===== src/rtl/kairos_pkg.sv =====
// kairos_pkg: loader states, configuration word indices and datapath widths shared by io_stream_loader
package kairos_pkg;

    typedef enum logic [1:0] {CFG, INSTR, DATA, DONE} state_e;

    localparam int CFG_INSTR_LAST = 0;
    localparam int CFG_IN_LAST    = 1;
    localparam int CFG_IN_BASE    = 2;
    localparam int CFG_OUT_LAST   = 3;
    localparam int CFG_OUT_BASE   = 4;

    localparam int IO_W   = 16;
    localparam int WORD_W = 32;

endpackage


===== src/rtl/io_stream_loader_if.sv =====
// io_stream_loader_if: pad-side half-word stream plus memory write port of the loader
interface io_stream_loader_if
    import kairos_pkg::*;
#(
    parameter int ADDR_W = 12
);

    logic [IO_W-1:0]   in_data;
    logic              in_vld;
    logic              in_rdy;
    logic              wr_vld;
    logic              wr_rdy;
    logic              wr_sel;
    logic [ADDR_W-1:0] wr_addr;
    logic [WORD_W-1:0] wr_data;

    modport master (
        input  in_data, in_vld, wr_rdy,
        output in_rdy, wr_vld, wr_sel, wr_addr, wr_data
    );

    modport slave (
        output in_data, in_vld, wr_rdy,
        input  in_rdy, wr_vld, wr_sel, wr_addr, wr_data
    );

endinterface


===== src/rtl/io_stream_loader_halfword_packer.sv =====
// halfword_packer: joins two 16-bit beats (low half first) into a 32-bit word held in a one-entry write buffer
module halfword_packer
    import kairos_pkg::*;
#(
    parameter int ADDR_W = 12
) (
    input  logic              clk,
    input  logic              rst_n,
    input  logic              clear,
    input  logic              beat,
    input  logic [IO_W-1:0]   beat_data,
    input  logic              issue_sel,
    input  logic [ADDR_W-1:0] issue_addr,
    input  logic              wr_rdy,
    output logic              phase,
    output logic              wr_vld,
    output logic              wr_sel,
    output logic [ADDR_W-1:0] wr_addr,
    output logic [WORD_W-1:0] wr_data
);

    logic              phase_q, phase_d;
    logic [IO_W-1:0]   lo_q, lo_d;
    logic              vld_q, vld_d;
    logic              sel_q, sel_d;
    logic [ADDR_W-1:0] addr_q, addr_d;
    logic [WORD_W-1:0] data_q, data_d;

    // toggle the half-word phase per beat; the second beat loads the write buffer, which drains on wr_rdy
    always_comb begin
        phase_d = phase_q;
        lo_d    = lo_q;
        vld_d   = vld_q && !wr_rdy;
        sel_d   = sel_q;
        addr_d  = addr_q;
        data_d  = data_q;
        if (clear) begin
            phase_d = 1'b0;
        end else if (beat) begin
            phase_d = !phase_q;
            if (!phase_q) begin
                lo_d = beat_data;
            end else begin
                vld_d  = 1'b1;
                sel_d  = issue_sel;
                addr_d = issue_addr;
                data_d = {beat_data, lo_q};
            end
        end
    end

    // buffer registers; reset drops any partial half-word and pending write
    always_ff @(posedge clk or negedge rst_n) begin
        if (!rst_n) begin
            phase_q <= 1'b0;
            lo_q    <= '0;
            vld_q   <= 1'b0;
            sel_q   <= 1'b0;
            addr_q  <= '0;
            data_q  <= '0;
        end else begin
            phase_q <= phase_d;
            lo_q    <= lo_d;
            vld_q   <= vld_d;
            sel_q   <= sel_d;
            addr_q  <= addr_d;
            data_q  <= data_d;
        end
    end

    assign phase   = phase_q;
    assign wr_vld  = vld_q;
    assign wr_sel  = sel_q;
    assign wr_addr = addr_q;
    assign wr_data = data_q;

endmodule


===== src/rtl/io_stream_loader.sv =====
// io_stream_loader: loads config words, instructions and input data from a 16-bit pad stream into memory
// Optional: define LOADER_CHECKSUM_EN to add a 32-bit XOR checksum of all written words.
module io_stream_loader
    import kairos_pkg::*;
#(
    parameter int ADDR_W  = 12,
    parameter int NUM_CFG = 5
) (
    input  logic               clk,
    input  logic               rst_n,
    input  logic               restart,
    io_stream_loader_if.master bus,
    output logic [IO_W-1:0]    cfg_instr_last,
    output logic [IO_W-1:0]    cfg_in_last,
    output logic [IO_W-1:0]    cfg_in_base,
    output logic [IO_W-1:0]    cfg_out_last,
    output logic [IO_W-1:0]    cfg_out_base,
    output logic               load_done
`ifdef LOADER_CHECKSUM_EN
    ,
    output logic [WORD_W-1:0]  checksum
`endif
);

    state_e            state_q, state_d;
    logic [IO_W-1:0]   cnt_q, cnt_d;
    logic [IO_W-1:0]   cfg_q [NUM_CFG];
    logic [IO_W-1:0]   cfg_d [NUM_CFG];
    logic              alive_q;
    logic              last_q, last_d;
    logic              in_rdy, fire, wr_fire, pack_beat, phase, word_done, restart_ok;
    logic              issue_sel;
    logic [ADDR_W-1:0] issue_addr;

    // alive_q keeps in_rdy low through reset and rises on the first edge after it
    assign in_rdy     = alive_q && (state_q != DONE) && !(bus.wr_vld && !bus.wr_rdy);
    assign bus.in_rdy = in_rdy;
    assign fire       = bus.in_vld && in_rdy;
    assign wr_fire    = bus.wr_vld && bus.wr_rdy;
    assign pack_beat  = fire && (state_q == INSTR || state_q == DATA) && !last_q;
    assign word_done  = pack_beat && phase;
    assign restart_ok = restart && (state_q == DONE);
    assign issue_sel  = state_q == DATA;
    assign issue_addr = issue_sel ? ADDR_W'(cfg_q[CFG_IN_BASE]) + ADDR_W'(cnt_q) : ADDR_W'(cnt_q);

    halfword_packer #(.ADDR_W(ADDR_W)) u_packer (
        .clk        (clk),
        .rst_n      (rst_n),
        .clear      (restart_ok),
        .beat       (pack_beat),
        .beat_data  (bus.in_data),
        .issue_sel  (issue_sel),
        .issue_addr (issue_addr),
        .wr_rdy     (bus.wr_rdy),
        .phase      (phase),
        .wr_vld     (bus.wr_vld),
        .wr_sel     (bus.wr_sel),
        .wr_addr    (bus.wr_addr),
        .wr_data    (bus.wr_data)
    );

    // sequencing: config beats, then instruction words, then data words until the last write drains
    always_comb begin
        state_d = state_q;
        cnt_d   = cnt_q;
        cfg_d   = cfg_q;
        last_d  = last_q;
        if (restart_ok) begin
            state_d = CFG;
            cnt_d   = '0;
            last_d  = 1'b0;
        end else if (state_q == CFG && fire) begin
            for (int k = 0; k < NUM_CFG; k++)
                if (cnt_q == IO_W'(k)) cfg_d[k] = bus.in_data;
            state_d = (cnt_q == IO_W'(NUM_CFG - 1)) ? INSTR : CFG;
            cnt_d   = (cnt_q == IO_W'(NUM_CFG - 1)) ? '0 : cnt_q + 1'b1;
        end else if (state_q == INSTR && word_done) begin
            state_d = (cnt_q == cfg_q[CFG_INSTR_LAST]) ? DATA : INSTR;
            cnt_d   = (cnt_q == cfg_q[CFG_INSTR_LAST]) ? '0 : cnt_q + 1'b1;
        end else if (state_q == DATA && word_done) begin
            last_d = cnt_q == cfg_q[CFG_IN_LAST];
            cnt_d  = last_d ? cnt_q : cnt_q + 1'b1;
        end else if (state_q == DATA && last_q && wr_fire) begin
            state_d = DONE;
            last_d  = 1'b0;
        end
    end

    // control and configuration registers
    always_ff @(posedge clk or negedge rst_n) begin
        if (!rst_n) begin
            state_q <= CFG;
            cnt_q   <= '0;
            cfg_q   <= '{default: '0};
            alive_q <= 1'b0;
            last_q  <= 1'b0;
        end else begin
            state_q <= state_d;
            cnt_q   <= cnt_d;
            cfg_q   <= cfg_d;
            alive_q <= 1'b1;
            last_q  <= last_d;
        end
    end

    assign cfg_instr_last = cfg_q[CFG_INSTR_LAST];
    assign cfg_in_last    = cfg_q[CFG_IN_LAST];
    assign cfg_in_base    = cfg_q[CFG_IN_BASE];
    assign cfg_out_last   = cfg_q[CFG_OUT_LAST];
    assign cfg_out_base   = cfg_q[CFG_OUT_BASE];
    assign load_done      = state_q == DONE;

`ifdef LOADER_CHECKSUM_EN
    logic [WORD_W-1:0] checksum_q, checksum_d;

    // fold in every word the memory takes during INSTR and DATA; restart starts a fresh sum
    always_comb begin
        checksum_d = checksum_q;
        if (restart_ok)
            checksum_d = '0;
        else if (wr_fire && (state_q == INSTR || state_q == DATA))
            checksum_d = checksum_q ^ bus.wr_data;
    end

    // checksum register
    always_ff @(posedge clk or negedge rst_n) begin
        if (!rst_n) checksum_q <= '0;
        else        checksum_q <= checksum_d;
    end

    assign checksum = checksum_q;
`endif

endmodule


===== src/flat_wrapper.sv =====
// flat-port wrapper written by rule: the top's interface ports become plain ports
module io_stream_loader_flat import kairos_pkg::*;
#(
    parameter int ADDR_W  = 12,
    parameter int NUM_CFG = 5
)
  (clk, rst_n, restart, cfg_instr_last, cfg_in_last, cfg_in_base, cfg_out_last, cfg_out_base, load_done, bus_in_data, bus_in_vld, bus_wr_rdy, bus_in_rdy, bus_wr_vld, bus_wr_sel, bus_wr_addr, bus_wr_data);
  io_stream_loader_if #(.ADDR_W(ADDR_W)) bus_i ();
  input  logic clk;
  input  logic rst_n;
  input  logic restart;
  output logic [IO_W-1:0] cfg_instr_last;
  output logic [IO_W-1:0] cfg_in_last;
  output logic [IO_W-1:0] cfg_in_base;
  output logic [IO_W-1:0] cfg_out_last;
  output logic [IO_W-1:0] cfg_out_base;
  output logic load_done;
  input wire logic [$bits(bus_i.in_data)-1:0] bus_in_data;
  input wire logic [$bits(bus_i.in_vld)-1:0] bus_in_vld;
  input wire logic [$bits(bus_i.wr_rdy)-1:0] bus_wr_rdy;
  output wire logic [$bits(bus_i.in_rdy)-1:0] bus_in_rdy;
  output wire logic [$bits(bus_i.wr_vld)-1:0] bus_wr_vld;
  output wire logic [$bits(bus_i.wr_sel)-1:0] bus_wr_sel;
  output wire logic [$bits(bus_i.wr_addr)-1:0] bus_wr_addr;
  output wire logic [$bits(bus_i.wr_data)-1:0] bus_wr_data;
  assign bus_i.in_data = bus_in_data;
  assign bus_i.in_vld = bus_in_vld;
  assign bus_i.wr_rdy = bus_wr_rdy;
  assign bus_in_rdy = bus_i.in_rdy;
  assign bus_wr_vld = bus_i.wr_vld;
  assign bus_wr_sel = bus_i.wr_sel;
  assign bus_wr_addr = bus_i.wr_addr;
  assign bus_wr_data = bus_i.wr_data;
  io_stream_loader #(.ADDR_W(ADDR_W), .NUM_CFG(NUM_CFG)) u_core (.clk(clk), .rst_n(rst_n), .restart(restart), .bus(bus_i), .cfg_instr_last(cfg_instr_last), .cfg_in_last(cfg_in_last), .cfg_in_base(cfg_in_base), .cfg_out_last(cfg_out_last), .cfg_out_base(cfg_out_base), .load_done(load_done));
endmodule

===== config.mk =====
export PLATFORM = sky130hd
export DESIGN_NAME = io_stream_loader_flat
export DESIGN_NICKNAME = d
export VERILOG_FILES = /design/src/rtl/kairos_pkg.sv /design/src/rtl/io_stream_loader_if.sv /design/src/rtl/io_stream_loader_halfword_packer.sv /design/src/rtl/io_stream_loader.sv /design/src/flat_wrapper.sv
export SDC_FILE = /design/constraint.sdc
export NUM_CORES = 1
export LEC_CHECK = 0
export CORE_MARGIN = 3
export CORE_UTILIZATION = 45
export CTS_CLUSTER_SIZE = 16
export DETAILED_ROUTE_END_ITERATION = 10
export PLACE_DENSITY = 0.72
export REMOVE_ABC_BUFFERS = 1
export SYNTH_ARGS = -nofsm -noshare
export SYNTH_HDL_FRONTEND = slang
export SYNTH_HIERARCHICAL = 1
export SYNTH_SLANG_ARGS = --single-unit

===== constraint.sdc =====
create_clock -name clk -period 3.2 [get_ports clk]
set_clock_uncertainty 0.1 [all_clocks]
set_input_delay 0.64 -clock clk [delete_from_list [all_inputs] [get_ports clk]]
set_output_delay 0.64 -clock clk [all_outputs]
set_load 0.005 [all_outputs]

# --- Yosys cells after proc, flatten, opt, wreduce, memory -nomap -nowiden ---
# Index checks and enable logic that the tools add are counted.
word_totals:
  regBits: 163
  inputBits: 21
  out_inout_bits: 128
op_classes:
  addsub: 2
  eq_ne: 14
  mux: 25
  bitwise_logic: 2
  n_reduce_logical: 35
ops:
  columns: ["operator", "count"]
  rows:
  - ["$mux W16", 7]
  - ["$eq A16 B16 Y1", 2]
  - ["$eq A16 B2 Y1 const B", 2]
  - ["$reduce_and A3 Y1", 8]
  - ["$add A16 B1 Y16 const B", 1]
  - ["$eq A16 B1 Y1 const B", 1]
  - ["$eq A16 B3 Y1 const B", 1]
  - ["$logic_not A16 Y1", 1]
  - ["$logic_and A1 B1 Y1", 14]
  - ["$add A12 B12 Y12", 1]
  - ["$mux W12", 1]
  - ["$mux W2", 6]
  - ["$mux W1", 11]
  - ["$ne A4 B1 Y1 const B", 2]
  - ["$reduce_bool A4 Y1", 2]
  - ["$eq A2 B2 Y1 const B", 2]
  - ["$logic_not A1 Y1", 4]
  - ["$ne A2 B1 Y1 const B", 2]
  - ["$reduce_and A2 Y1", 2]
  - ["$reduce_bool A3 Y1", 1]
  - ["$eq A2 B1 Y1 const B", 1]
  - ["$logic_not A2 Y1", 1]
  - ["$ne A2 B2 Y1 const B", 1]
  - ["$not A1 Y1", 2]
  - ["2 further kinds", 2]

# --- Longest topological paths before layout ---
logic_depth:
  ltp_word: 13
  depth_mapped: 10
  ltp_nobuf: 9

# --- Hierarchy ---
# The synthesis kept the hierarchy.
by_module_without_submodules:
  columns: ["module", "instances", "cells_per_inst", "area_per_inst_um2"]
  rows:
  - ["io_stream_loader", 1, 449, 5471.5]
  - ["halfword_packer", 1, 136, 2560.0]

# --- Least setup slack after synthesis ---
# OpenSTA, ideal clock, no wires.
synth_path:
  path_type: "reg2reg"
  start: "register u_core.cnt_q[0]"
  end: "register u_core.u_packer.addr_q[8] (netlist: u_core/u_packer/wr_addr[8])"
  setup_time_ns: 0.125
  arrival_time_ns: 2.416
  slack_ns: 0.559
  path_stages_with_launch: 10
  path_buffers: 0
  synth_period_minus_slack_ns: 2.641
  path_cell_list: "dfrtp_1 ha_1 fa_1 a21o_1 a21oi_1 o211a_1 o21ai_0 xor2_1 mux2_2 mux2_4"
synth_between:
  elab_chain_cells: 2
synth_rtl:
  columns: ["item", "line_no", "text"]
  rows:
  - ["start, declared", "io_stream_loader.sv:26", "logic [IO_W-1:0] cnt_q, cnt_d;"]
  - ["start signal, assigned", "io_stream_loader.sv:99", "cnt_q <= cnt_d;"]
  - ["$add A12 B12 Y12", "io_stream_loader.sv:44", "assign issue_addr = issue_sel ? ADDR_W'(cfg_q[CFG_IN_BASE]) + ADDR_W'(cnt_q) : ADDR_W'(cnt_q);"]
  - ["$mux W12", "io_stream_loader.sv:44", null]
  - ["via u_core.issue_addr[8]", "io_stream_loader.sv:33", "logic [ADDR_W-1:0] issue_addr;"]
  - ["end signal, assigned", "io_stream_loader_halfword_packer.sv:66", "addr_q <= addr_d;"]
  - ["end, declared", "io_stream_loader_halfword_packer.sv:26", "logic [ADDR_W-1:0] addr_q, addr_d;"]
# The timed path passes the listed nets, and every way through them passes these cells.
# A chain may end at the register's enable or synchronous reset.

# --- Worst setup path in the final report ---
layout_path:
  start: "register u_core.cfg_q (netlist bit u_core/cfg_in_base[0])"
  end: "register u_core.u_packer.addr_q[10] (netlist: u_core/u_packer/wr_addr[10])"
layout_between:
  elab_chain_cells: 2
layout_rtl:
  columns: ["item", "line_no", "text"]
  rows:
  - ["start, declared", "io_stream_loader.sv:27", "logic [IO_W-1:0] cfg_q [NUM_CFG];"]
  - ["start signal, assigned", "io_stream_loader.sv:100", "cfg_q <= cfg_d;"]
  - ["$add A12 B12 Y12", "io_stream_loader.sv:44", null]
  - ["$mux W12", "io_stream_loader.sv:44", null]
  - ["via u_core.issue_addr[10]", "io_stream_loader.sv:33", null]
# The timed path passes the listed nets, and every way through them passes these cells.

==> flow_summary.toml <==
[cts]
hold_buffers = 0
insertion_delay_ps = 420
post_cts_resize_count = 0
clock-sinks = 163
clkSlewWorstSetupHoldPaths_ps = 70
cts.path.max_buffers = 2
cts_setup_buffers = 0
cts_made_buffers = 17
tritoncts = "yes"
clockRootBuffer = "clkbuf_16"
htree_levels = 4

[yosys]
synth.distinct_cells = 54
ys_ff_latch = 163
async_flop_share_pct = 100
ys_seq_area_share_pct = 50.8
synth_area_leader_cell = "dfrtp_1"
synthFlopType = "dfrtp_1"
ys_warn_count = 6
syn_inst = 585
synth.area.top_cells = "dfrtp_1, mux2_4, mux2_2"
synth_edf_count = 0
netlist.area_leader.share_pct = 50.8
syn_area_mm2 = 0.00803
syn_avg_cell_area_um2 = 13.7

[global_route]
grt_max_degree = 67
grt_pass1_vias = 5576
gr-total-overflow = 0
grt.total_usage_pct = 20.5
grt_pass1_wl_um = 31600
antenna_found_initial = 0

[setup_path]
crit_chain = "ha_1 -> fa_1 -> a21o_1 -> a21oi_1 -> o211ai_1 -> a31oi_1 -> xnor2_1 -> mux2_2 -> mux2_4"
rr_worst_depth = 9
arrival_ps = 3070
endpoint_kind = "register"
timing.rr.start = "u_core/cfg_in_base[0]"
cp_max_fo = 3
worst-r2r-setup-slack_ps = 330
r2r_end = "u_core/u_packer/wr_addr[10]"
crit_path_start_kind = "register"
path_class = "register to register"
critPathSlowestCell = "fa_1"
required_ps = 3400
max_stage_delay_ps = 440

[floorplanning]
row_count = 48
start_util_pct = 46.3
ios = 149
dieArea_mm2 = 0.0195
die_h_um = 140
dieWidth_um = 140
core_mm2 = 0.0174

[power]
ir_drop_mv = 0.470
power_density_mw_per_mm2 = 914
power_uw = 9470
leakagePower_uw = 0.00483

[finish]
post-route-util_pct = 59.7
drive_gt1_share_pct = 28.2
layout_commonest_cell = "dfrtp_1"
finalInstanceArea_mm2 = 0.0104
fillers = 1345
diodes = 0
num-nets-final = 783
mostFrequentLayoutCells = "dfrtp_1, clkdlybuf4s50_1, mux2_4"
area_delta_synth_final_pct = 29.0

[placed_design]
portBuffers = 148
dpl_cell_area_mm2 = 0.00973
dp_hpwl_um = 13900
gp_congestion = 0.857
dp_slack_ps = 283

[detailed_routing]
viasPerCell = 5.33
routed-via-count = 5227
routed_wl_um = 19400
postRouteAntennaNets = 0
wl_per_cell_um = 19.8
drtIter0Drc = 311
drc = 0
drt_pass1_iterations = 5

[sta]
rsz0062_at_grt = "false"
finalWorstSetupSlack_ps = 328
setup_viol_count_final = 0
fmax_ghz = 0.348
slew_violations = 0
worstMarginPinSlew_ps = 628
period_needed_ps = 2870
max_slew_margin_pct = 58.2
fin_crit_sh_pct = 89.8
whs_ps = 87.3
final_hold_viol_count = 0

[worst_hold_path]
hold_class = "primary input to asynchronous set/reset pin"

[flow_run]
drv_cap = 0

[outcome]
outcome = "finished clean"
worst max-delay path, delay by kind of cell, from the launching register on:
| family | cells | cell delay [ps] |
|---|---|---|
| flops | 1 | 420 |
| xor+xnor | 1 | 100 |
| fa+ha+maj | 2 | 690 |
| mux | 2 | 520 |
| compound gates | 4 | 920 |
synth_stat cells, types with 5 or more instances:
library cell,n
buf_6,8
nand4_1,10
inv_1,14
buf_2,7
clkbuf_1,5
mux2_2,68
xnor2_1,23
a21oi_1,27
mux2_4,79
or4_1,8
xor2_1,19
dfrtp_1,163
nand2_1,24
nand3_1,9
o31ai_1,8
ha_1,19
nor4_1,6
or3_1,5
o21ai_0,13
nor2_1,11
through the flow:
stage          instances  setup TNS (ps)
3_5_place_dp         948               0
4_1_cts              980               0
2_1_floorplan        556          -21870
3_3_place_gp         948               0
5_1_grt              980               0
6_report             980               0
layout make-up:
cell class / instances / area [µm²] / share of cell area [%]
Timing Repair Buffer: 167 / 1680 / 16.2
Inverter: 14 / 52.6 / 0.507
Clock inverter: 13 / 173 / 1.67
Multi-Input combinational cell: 379 / 3640 / 35.2
Clock buffer: 19 / 453 / 4.37
Sequential cell: 163 / 4080 / 39.4
Tap cell: 225 / 282 / 2.72
how the worst max path moves through the flow:
stage                           from                     endpoint  slack, ps
6_report       u_core/cfg_in_base[0]  u_core/u_packer/wr_addr[10]        330
5_1_grt        u_core/cfg_in_base[0]  u_core/u_packer/wr_addr[10]        190
3_3_place_gp              bus_wr_rdy             u_core/cnt_q[14]        310
2_1_floorplan      u_core/state_q[0]  u_core/u_packer/wr_addr[11]       -490
4_1_cts        u_core/cfg_in_base[0]  u_core/u_packer/wr_addr[10]        320
3_5_place_dp              bus_wr_rdy       u_core/cfg_out_last[9]        280
cell families (layout without fill, tap and decap cells):
kind of cell             Yosys count  count (layout)  share of synthesized area, %
AND/OR/NAND/NOR                  104             104                          8.30
AO/OA/AOI/OAI                     63              63                          4.69
adder cells (fa/ha/maj)           20              20                          3.21
buffers and inverters             43             213                          3.83
other                              1               1                        0.0467
flip-flops                       163             163                          50.8
multiplexers                     149             149                          24.6
XOR/XNOR                          42              42                          4.58
flip-flops by register name, summed over array words and instances, names as in the netlist:
name	flops
u_core/u_packer/wr_data	32
u_core/cfg_in_base	16
u_core/cfg_in_last	16
u_core/cfg_instr_last	16
u_core/cfg_out_base	16
u_core/cfg_out_last	16
u_core/cnt_q	16
u_core/u_packer/lo_q	16
u_core/u_packer/wr_addr	12
u_core/state_q	2
u_core/alive_q	1
u_core/last_q	1
u_core/u_packer/phase	1
u_core/u_packer/wr_sel	1
u_core/u_packer/wr_vld	1
per-layer routing:
layer  track usage, %  vias up  routed length [µm]
met3             6.29       16                1220
met5                0        -                   0
li1                 -     2423                   -
met1             27.5     2650                8640
met4             4.79        0                 223
met2             33.2      138                9360
where the power goes:
group | switching (µW) | internal [µW] | total, µW
registers | 693 | 2890 | 3580
clock network | 851 | 1290 | 2140
logic | 1280 | 2470 | 3760
total | 2820 | 6650 | 9470
Power figures use the tool's default switching activity.
==> RTL change, RTL diff (same flow settings) <==
The 4 states of `state_e` get a one-hot encoding in 4 bits.
--- a/src/rtl/kairos_pkg.sv
+++ b/src/rtl/kairos_pkg.sv
@@ -2,5 +2,5 @@
 package kairos_pkg;
 
-    typedef enum logic [1:0] {CFG, INSTR, DATA, DONE} state_e;
+    typedef enum logic [3:0] {CFG = 4'b0001, INSTR = 4'b0010, DATA = 4'b0100, DONE = 4'b1000} state_e;
 
     localparam int CFG_INSTR_LAST = 0;
Function: no difference found for any inputs over 4 cycles, from zero or initial values and one cycle with rst_n low; so few cycles prove little.
==> RTL change against the unedited design <==
Setup slack better by 140 ps; hold slack gained 42 ps; count of clock-buffer cells in the layout is the same; design area decreased by 1.6%; sequential cell count rose by 2; first-iteration DRC count is 29% lower; wire length increased by 1.2%; area after synthesis shrank 2.0%; maximum frequency is 5.1% higher; largest cell class unchanged; highest routed layer unchanged.
Power is not compared: it rests on default switching activity, and its combinational part moved more than twofold at a synthesized area within 25%.
==> RTL change: results (changes against the unedited design) <==
stage	metric	value	unit	change
outcome	status	finished clean		
layout	signal buffers share of area	0.167		+0.00487
global_routing	first-pass GRT wire length	32100	um	+1.5%
layout	area of the multi-input gates	3440	um^2	-5.5%
global_routing	All-Layer GR Usage	0.212		+0.00688
placed_design	post-DP HPWL	14300	um	+2.4%
detailed_routing	number of vias per cell	5.43		+1.8%
synthesis	synth top area cells	dfrtp_1, mux2_2, mux2_4		
synthesis	cells after synthesis	590		+0.85%
global_routing	vias in the first global route	5748		+3.1%
synthesis	sequential fraction of the synthesis area	0.525		+0.0171
layout	clock buf count	19		unchanged
layout	Non-CTS inverters	10		-4
layout	share of cells above drive strength 1	0.274		-0.00784
global_routing	met1 Usage GRT	0.265		-0.00944
global_routing	initial antenna violation count	0		unchanged
detailed_routing	DRT Wirelength	19700	um	+1.2%
layout	fin nets	786		+0.38%
placed_design	gpl congestion	0.896		+4.5%
layout	multi-input gate count	385		+1.6%
run	MaxCap Viol Count	0		unchanged
synthesis	Most used DFF post-synth	dfrtp_1		
synthesis	synth cell count leaders	dfrtp_1, mux2_2, mux2_4		
layout	sequential cell count	165		+1.2%
clocking	H-tree depth	4		unchanged
setup_path	signal arrival time at the worst endpoint	2950	ps	-120 ps
setup_path	Slowest-stage cell, CP	dfrtp_1		
layout	bufs w/o clock	170		+1.8%
power_and_ir_drop	worst vdd ir	0.351	mV	
layout	filler instances	1357		+0.89%
global_routing	GR met2 Demand/Resource	0.362		+0.0300
layout	Final clock-cell share	0.0594		-0.000971
sta	Rel. slew slack	0.527		-0.0543
layout	Sequential cell area	4130	um^2	+1.3%
global_routing	met3 usage	0.0577		-0.00522
clocking	Skew-Pair Late Insertion Delay	430	ps	
global_routing	pin count of the biggest net entering global routing	78		+16%
placed_design	dpl ws	106	ps	-177 ps
detailed_routing	1st-iter DRT viols	222		-29%
synthesis	Netlist cell types	53		-1.9%
## RTL change: cell types whose count changed in the layout (fill, tap and decap cells not counted), sizes merged, moves of 5 or more
cell and change:
xor2 -11, o21ai +15, a22o +6, a21oi -14
mux2 -5, xnor2 +11
## RTL change: per-stage QoR
stage          area (um^2)  TNS [ps]  hold WS, ps  cells
2_1_floorplan         7610    -19170          244    560
3_3_place_gp          9590         0          387    950
5_1_grt              10200         0          180    982
4_1_cts              10200         0          147    982
6_report             10200         0          129    982
3_5_place_dp          9590         0          391    950
## RTL change: routing by layer
layer,vias to the layer above,part of all wire
li1,2429,-
met1,2733,0.42
met2,148,0.51
met3,23,0.057
met4,0,0.014
met5,-,0
## RTL change: final timing paths
check	end	slack [ps]	cells past startpoint
setup / recovery	u_core/u_packer/wr_addr[10]$_DFFE_PN0P_	470	9
hold / removal	u_core/u_packer/wr_addr[8]$_DFFE_PN0P_	130	1
hold reg to reg	u_core/cfg_out_base[9]$_DFFE_PN0P_	400	1
setup reg to reg	u_core/u_packer/wr_addr[10]$_DFFE_PN0P_	470	9
min in group clk	u_core/cfg_out_base[9]$_DFFE_PN0P_	400	1
max in group asynchronous	u_core/state_q[0]$_DFFE_PN1P_	2080	2
## RTL change: cell families after synthesis
| group | after synthesis | share of synthesized area |
|---|---|---|
| buf+inv | 40 | 0.0372 |
| simple gates | 113 | 0.0854 |
| other cells | 1 | 0.000477 |
| flops | 165 | 0.525 |
| fa+ha+maj | 16 | 0.0264 |
| compound gates | 69 | 0.0544 |
| xor+xnor | 42 | 0.0468 |
| mux | 144 | 0.224 |
## RTL change: where the power goes
part	internal (mW)	total [mW]	switching [mW]
Sequential	2.09	2.09	0.000258
Clock	1.20	2.09	0.895
Combinational	0.0309	0.0976	0.0668
